$ cat config.mk
export PLATFORM = sky130hd
export DESIGN_NAME = rob_dispatch_ctrl
export DESIGN_NICKNAME = d
export VERILOG_FILES = /design/src/rtl/rob_dispatch_pkg.sv /design/src/rtl/rob_dispatch_ctrl_slot_buf.sv /design/src/rtl/rob_dispatch_ctrl.sv
export SDC_FILE = /design/constraint.sdc
export NUM_CORES = 1
export LEC_CHECK = 0
export BUFFER_PORTS_ARGS = -buffer_cell sky130_fd_sc_hd__buf_2
export CAP_MARGIN = 20
export CORE_AREA = 2 2 187 189
export CTS_CLUSTER_SIZE = 10
export DETAILED_ROUTE_END_ITERATION = 7
export DIE_AREA = 0 0 189 191
export PLACE_DENSITY = 0.62
export SLEW_MARGIN = 20
export SYNTH_ARGS = -nofsm -noshare
export SYNTH_HDL_FRONTEND = slang
export SYNTH_SLANG_ARGS = --single-unit
$ cat constraint.sdc
create_clock -name clock -period 6.1 [get_ports clock]
set_clock_uncertainty 0.1 [all_clocks]
set_input_delay 0.305 -clock clock [delete_from_list [all_inputs] [get_ports clock]]
set_output_delay 0.305 -clock clock [all_outputs]
set_load 0.1 [all_outputs]
$ cat src/rtl/rob_dispatch_pkg.sv
// Shared types for the rename-to-ROB dispatch sequencer: ROB state codes,
// dispatch FSM codes and the buffered dispatch-slot layout.
package rob_dispatch_pkg;

    localparam int DISP_ROB_SIZE_LOG = 6;
    localparam int DISP_PC_W         = 64;
    localparam int DISP_LREG_W       = 5;
    localparam int DISP_PREG_W       = 6;

    localparam logic [1:0] ROB_IDLE = 2'b00;
    localparam logic [1:0] ROB_WALK = 2'b01;

    typedef logic [1:0] disp_state_t;
    localparam disp_state_t DISP_RUN   = 2'd0;
    localparam disp_state_t DISP_FLUSH = 2'd1;
    localparam disp_state_t DISP_WALK  = 2'd2;

    typedef struct packed {
        logic [DISP_PC_W-1:0]   pc;
        logic [31:0]            instr;
        logic [DISP_LREG_W-1:0] lrd;
        logic [DISP_PREG_W-1:0] prd;
        logic [DISP_PREG_W-1:0] old_prd;
        logic                   need_to_wb;
        logic                   is_store;
    } disp_payload_t;

    typedef struct packed {
        logic          v;
        disp_payload_t p;
    } disp_slot_t;

    // A slot can leave when its issue-queue port and, for stores, the store queue accept it.
    function automatic logic slot_can_go(disp_slot_t s, logic iq_ok, logic sq_ok);
        return s.v & iq_ok & (!s.p.is_store | sq_ok);
    endfunction

endpackage

$ cat src/rtl/rob_dispatch_ctrl_slot_buf.sv
// Two-entry in-order dispatch buffer (dispatch_slot_buf): partial-dispatch shift,
// group load with slot-1-only compaction, and flush/reset clearing.
module dispatch_slot_buf
    import rob_dispatch_pkg::*;
(
    input  logic       clock,
    input  logic       reset,
    input  logic       flush,
    input  logic       accept,
    input  logic       deq0,
    input  logic       deq1,
    input  disp_slot_t rn0,
    input  disp_slot_t rn1,
    output disp_slot_t s0,
    output disp_slot_t s1,
    output logic       drained
);

    disp_slot_t after0;
    disp_slot_t after1;

    always_comb begin
        // NOTE: every combinational output gets a default first so no latch is inferred.
        after0 = s0;
        after1 = s1;
        if (deq1) begin
            after0 = '0;
            after1 = '0;
        end else if (deq0) begin
            after0 = s1;
            after1 = '0;
        end
    end

    assign drained = !after0.v && !after1.v;

    always_ff @(posedge clock) begin
        // NOTE: sequential state uses non-blocking assignments only.
        if (reset || flush) begin
            s0 <= '0;
            s1 <= '0;
        end else if (accept) begin
            if (rn0.v) begin
                s0 <= rn0;
                s1 <= rn1;
            end else begin
                s0 <= rn1;
                s1 <= '0;
            end
        end else begin
            s0 <= after0;
            s1 <= after1;
        end
    end

endmodule

$ cat src/rtl/rob_dispatch_ctrl.sv
// Rename-to-ROB dispatch sequencer: buffers one two-wide rename group and enqueues it
// in order into the ROB. Optional stall counters enabled by DISPATCH_PERF_EN.
module rob_dispatch_ctrl
    import rob_dispatch_pkg::*;
#(
    parameter int ROB_SIZE_LOG = DISP_ROB_SIZE_LOG,
    parameter int PC_W         = DISP_PC_W,
    parameter int LREG_W       = DISP_LREG_W,
    parameter int PREG_W       = DISP_PREG_W
) (
    input  logic                  clock,
    input  logic                  reset,
    input  logic                  rn_instr0_valid,
    input  logic [PC_W-1:0]       rn_instr0_pc,
    input  logic [31:0]           rn_instr0,
    input  logic [LREG_W-1:0]     rn_instr0_lrd,
    input  logic [PREG_W-1:0]     rn_instr0_prd,
    input  logic [PREG_W-1:0]     rn_instr0_old_prd,
    input  logic                  rn_instr0_need_to_wb,
    input  logic                  rn_instr0_is_store,
    input  logic                  rn_instr1_valid,
    input  logic [PC_W-1:0]       rn_instr1_pc,
    input  logic [31:0]           rn_instr1,
    input  logic [LREG_W-1:0]     rn_instr1_lrd,
    input  logic [PREG_W-1:0]     rn_instr1_prd,
    input  logic [PREG_W-1:0]     rn_instr1_old_prd,
    input  logic                  rn_instr1_need_to_wb,
    input  logic                  rn_instr1_is_store,
    output logic                  rn_ready,
    input  logic                  iq_can_alloc0,
    input  logic                  iq_can_alloc1,
    input  logic                  sq_can_alloc,
    input  logic [ROB_SIZE_LOG:0] rob_counter,
    input  logic [1:0]            rob_state,
    input  logic                  flush_valid,
    output logic                  instr0_enq_valid,
    output logic [PC_W-1:0]       instr0_pc,
    output logic [31:0]           instr0,
    output logic [LREG_W-1:0]     instr0_lrd,
    output logic [PREG_W-1:0]     instr0_prd,
    output logic [PREG_W-1:0]     instr0_old_prd,
    output logic                  instr0_need_to_wb,
    output logic                  instr1_enq_valid,
    output logic [PC_W-1:0]       instr1_pc,
    output logic [31:0]           instr1,
    output logic [LREG_W-1:0]     instr1_lrd,
    output logic [PREG_W-1:0]     instr1_prd,
    output logic [PREG_W-1:0]     instr1_old_prd,
    output logic                  instr1_need_to_wb
`ifdef DISPATCH_PERF_EN
    ,
    output logic [31:0]           perf_stall_rob,
    output logic [31:0]           perf_stall_iq,
    output logic [31:0]           perf_stall_sq
`endif
);

    localparam int               RC_W        = ROB_SIZE_LOG + 1;
    localparam logic [RC_W-1:0]  ROB_ENTRIES = RC_W'(1) << ROB_SIZE_LOG;

    disp_state_t     state;
    disp_slot_t      rn0, rn1, s0, s1;
    logic [RC_W-1:0] free;
    logic            ok0, ok1, run_gate, drained;

    always_comb begin
        rn0 = '0;
        rn0.v            = rn_instr0_valid;
        rn0.p.pc         = rn_instr0_pc;
        rn0.p.instr      = rn_instr0;
        rn0.p.lrd        = rn_instr0_lrd;
        rn0.p.prd        = rn_instr0_prd;
        rn0.p.old_prd    = rn_instr0_old_prd;
        rn0.p.need_to_wb = rn_instr0_need_to_wb;
        rn0.p.is_store   = rn_instr0_is_store;
        rn1 = '0;
        rn1.v            = rn_instr1_valid;
        rn1.p.pc         = rn_instr1_pc;
        rn1.p.instr      = rn_instr1;
        rn1.p.lrd        = rn_instr1_lrd;
        rn1.p.prd        = rn_instr1_prd;
        rn1.p.old_prd    = rn_instr1_old_prd;
        rn1.p.need_to_wb = rn_instr1_need_to_wb;
        rn1.p.is_store   = rn_instr1_is_store;
    end

    // rob_counter is pre-enqueue; commits only add space, so this bound is conservative.
    assign free     = ROB_ENTRIES - rob_counter;
    assign ok0      = slot_can_go(s0, iq_can_alloc0, sq_can_alloc) && (free != '0);
    assign ok1      = ok0 && slot_can_go(s1, iq_can_alloc1, sq_can_alloc) && (free > RC_W'(1));
    assign run_gate = (state == DISP_RUN) && !flush_valid;

    assign instr0_enq_valid = ok0 && run_gate;
    assign instr1_enq_valid = ok1 && run_gate;
    assign rn_ready         = run_gate && !reset && drained;

    dispatch_slot_buf u_slot_buf (
        .clock   (clock),
        .reset   (reset),
        .flush   (flush_valid),
        .accept  (rn_ready),
        .deq0    (instr0_enq_valid),
        .deq1    (instr1_enq_valid),
        .rn0     (rn0),
        .rn1     (rn1),
        .s0      (s0),
        .s1      (s1),
        .drained (drained)
    );

    always_ff @(posedge clock) begin
        if (reset) begin
            state <= DISP_RUN;
        end else if (flush_valid) begin
            state <= DISP_FLUSH;
        end else begin
            case (state)
                DISP_FLUSH: state <= DISP_WALK;
                DISP_WALK:  state <= (rob_state == ROB_IDLE) ? DISP_RUN : DISP_WALK;
                default:    state <= DISP_RUN;
            endcase
        end
    end

    assign instr0_pc         = s0.p.pc;
    assign instr0            = s0.p.instr;
    assign instr0_lrd        = s0.p.lrd;
    assign instr0_prd        = s0.p.prd;
    assign instr0_old_prd    = s0.p.old_prd;
    assign instr0_need_to_wb = s0.p.need_to_wb;
    assign instr1_pc         = s1.p.pc;
    assign instr1            = s1.p.instr;
    assign instr1_lrd        = s1.p.lrd;
    assign instr1_prd        = s1.p.prd;
    assign instr1_old_prd    = s1.p.old_prd;
    assign instr1_need_to_wb = s1.p.need_to_wb;

`ifdef DISPATCH_PERF_EN
    // Each stalled RUN cycle is charged to one reason only, ROB first, then IQ, then SQ.
    always_ff @(posedge clock) begin
        if (reset) begin
            perf_stall_rob <= '0;
            perf_stall_iq  <= '0;
            perf_stall_sq  <= '0;
        end else if (state == DISP_RUN && s0.v && !instr0_enq_valid) begin
            if (free == '0) begin
                if (perf_stall_rob != '1) perf_stall_rob <= perf_stall_rob + 32'd1;
            end else if (!iq_can_alloc0) begin
                if (perf_stall_iq != '1) perf_stall_iq <= perf_stall_iq + 32'd1;
            end else if (s0.p.is_store && !sq_can_alloc) begin
                if (perf_stall_sq != '1) perf_stall_sq <= perf_stall_sq + 32'd1;
            end
        end
    end
`else
    // Stall counters are not built; dispatch behaviour is unchanged.
`endif

endmodule

==> flow_summary_export.csv <==
group,metric,value,unit
floorplan,dieArea,36100,um2
timing,tightest_slew,1.001,ns
route,drt_iter0_markers,567,
synthesis,yosysSeqAreaShare,39.74,%
critical_path,worst_path_largest_cell_delay,0.80,ns
pwr,irDropWorstVdd,166.0,uV
route,antenna_left,0,
route,dr.pass1.iters,5,
synthesis,synthFlopType,"dfxtp_1",
global_route,grt_max_degree,76,
clock_network,cts.path.max_buffers,3,
critical_path,cp_max_fo,61,
finish,nFillCells,3343,
synthesis,syn-num-nets,1492,
worst_hold_path,hp-start,"rn_instr0_pc[16]",
floorplan,start_util,34.55,%
synthesis,synthCells,1240,
critical_path,slowest_stage,"inv_4",
place,hpwlAfterDp,25370,um
critical_path,path_class,"flip-flop to flip-flop",
route,viasPerCell,5.268,
finish,finalInstanceArea,14580,um2
pwr,p_per_area,252.4,nW/um2
critical_path,endpoint_kind,"flip-flop",
clock_network,h-tree-depth,1,
clock_network,cts_buffers,27,
timing,fmax,224.9,MHz
floorplan,io_pins,478,
timing,min_period_over_period,72.88,%
synthesis,synth.ff_latch_count,234,
finish,layout_commonest_cell,"buf_2",
critical_path,critPathRequiredTime,6.47,ns
synthesis,ys_warn_count,0,
global_route,grt_pass1_vias,10450,
timing,drv_slew,0,
place,dpl-instance-area,12650,um2
route,routed_wl,39310,um
clock_network,clk_latency,0.52,ns
synthesis,synth_cell_types,42,
floorplan,die_h,191,um
status,status,"finished clean",
route,routedWlPerCell,19.58,um
global_route,grt_pass1_wl,58630,um
place,gp_congestion,0.8247,
timing,tns,0,ns
finish,fin_nets,1802,
finish,num_antenna_cells,0,
critical_path,regToRegSetupSlack,1.65,ns
flow_run,maxCapViolations,0,
global_route,grt_usage,20.21,%
synthesis,netlist_area,11790,um2
route,vias,10580,
clock_network,cts_tree,"yes",
place,numPortBuffers,477,
floorplan,die_w,189,um
floorplan,rows,68,
timing,hold_viol,0,
worst_hold_path,hold_path_end,"u_slot_buf.s0[67]",
route,post-route-drc-count,0,
finish,areaGrowthSynthToFinish,23.69,%
critical_path,worstPathArrival,4.82,ns
clock_network,clkSlewWorstSetupHoldPaths,0.05,ns
finish,layout_common_cells,"buf_2 (476), dfxtp_1 (234), a21oi_1 (156)",
synthesis,synth_edf_count,0,
timing,finalSetupViolations,0,
timing,min_period,4.446,ns
finish,drive_gt1_share,36.96,%
pwr,p_leak,6.630,nW
synthesis,postSynthAreaPerCell,9.507,um2
worst_hold_path,hold_depth,3,
critical_path,cp_cell_sequence,"inv_1 -> ha_1 -> nor2b_1 -> nand2b_1 -> a221oi_1 -> nand2_2 -> inv_4 -> and3_4 -> buf_4 -> a22o_1",
worst_hold_path,hold_path.class,"primary input to flip-flop",
clock_network,cts_root_buf,"clkbuf_16",
timing,rsz0062_at_grt,"false",
clock_network,clkSinkCount,234,
critical_path,start_kind,"flip-flop",
critical_path,r2r_cells,10,
floorplan,core_area,34120,um2
synthesis,async_reset_ff_share,0,%
critical_path,rr_startpoint,"state[0]",
critical_path,r2r_end,"u_slot_buf.s1[79]",
global_route,antenna_found_initial,1,
global_route,overflow,0,
clock_network,post_cts_buffers,0,
timing,relSlewSlack,33.24,%
where the power goes:
part	internal (mW)	switching, mW	total, mW
registers	1.57	0.0223	1.59
clock network	0.794	0.593	1.39
logic	0.223	0.482	0.706
total	2.58	1.10	3.68
metrics by stage:
step                      cells  hold WS, ns  worst slack, ns  utilization (%)  power (mW)
after global placement     1855       0.3677            1.650            37.07       2.254
final                      2008      0.02981            1.654            42.74       3.680
after CTS                  2007     0.007320            1.619            42.66       3.710
after detailed placement   1855       0.3691            1.586            37.07       2.260
after global routing       2008      0.02774            1.268            42.74       3.813
after floorplan            1240       0.2766            2.610                -       2.118
Yosys cell counts (all sizes together), types with 2 or more instances:
cell | instances | share of area [%]
buf | 279 | 17
dfxtp | 234 | 40
a21oi | 156 | 6.6
a22o | 115 | 8.5
nor2 | 80 | 2.6
a2111oi | 76 | 6.4
mux2i | 75 | 6.4
clkbuf | 51 | 1.6
nand3 | 42 | 1.8
o21ai | 42 | 1.8
mux2 | 41 | 3.9
inv | 8 | 0.25
ha | 5 | 0.53
nand2 | 5 | 0.16
nor2b | 4 | 0.21
nand2b | 3 | 0.16
o211ai | 2 | 0.13
o21bai | 2 | 0.13
or2 | 2 | 0.11
or3 | 2 | 0.11
or4 | 2 | 0.13
critical path, delay by kind of cell, from the launching register on:
kind	cells	cell delay, ns
buffers and inverters	3	1.44
adder cells (fa/ha/maj)	1	0.14
flip-flops	1	0.32
AO/OA/AOI/OAI	2	0.59
AND/OR/NAND/NOR	4	1.76
layer usage:
metal / wire length [um] / track usage [%] / up-vias
li1: - / - / 4908
met1: 16590 / 25.66 / 5099
met2: 18860 / 34.28 / 482
met3: 2562 / 3.598 / 88
met4: 1284 / 7.392 / 2
met5: 13 / 0 / -
area by class of cell:
type / instances / area (um2) / area share, %
Inverter: 8 / 32.53 / 0.2231
Timing Repair Buffer: 611 / 3720 / 25.51
Multi-Input combinational cell: 668 / 4871 / 33.40
Sequential cell: 234 / 4684 / 32.13
Clock buffer: 32 / 704.4 / 4.831
Tap cell: 455 / 569.3 / 3.904
sequential cells by signal, summed over array words and instances, names as in the netlist:
register	flops
u_slot_buf.s1	116
u_slot_buf.s0	116
state	2
worst max-delay path by stage:
stage / startpoint / to / slack (ns) / depth (start not counted)
floorplan: rob_counter[1] / instr1_enq_valid / 2.61 / 7
global placement: rob_counter[1] / u_slot_buf.s1[84] / 1.65 / 9
detailed placement: rob_counter[1] / u_slot_buf.s1[67] / 1.59 / 9
CTS: state[1] / u_slot_buf.s1[79] / 1.62 / 10
global route: state[1] / u_slot_buf.s1[79] / 1.27 / 10
finish: state[0] / u_slot_buf.s1[79] / 1.65 / 10
cells by family after synthesis:
kind of cell | Yosys count | share of synthesized area [%]
AO/OA/AOI/OAI | 399 | 24.30
buffers and inverters | 338 | 19.24
flip-flops | 234 | 39.74
AND/OR/NAND/NOR | 146 | 5.721
multiplexers | 116 | 10.32
adder cells (fa/ha/maj) | 5 | 0.5307
XOR/XNOR | 2 | 0.1486
repair_timing:
| item | 4_1_cts | 5_1_grt |
|---|---|---|
| hold buffers | 120 | 0 |
| endpoints found under the hold margin | 118 | 0 |
| gates resized for setup | 0 | 0 |
| endpoints found under the setup margin | 0 | 0 |
Power figures use the tool's default switching activity.
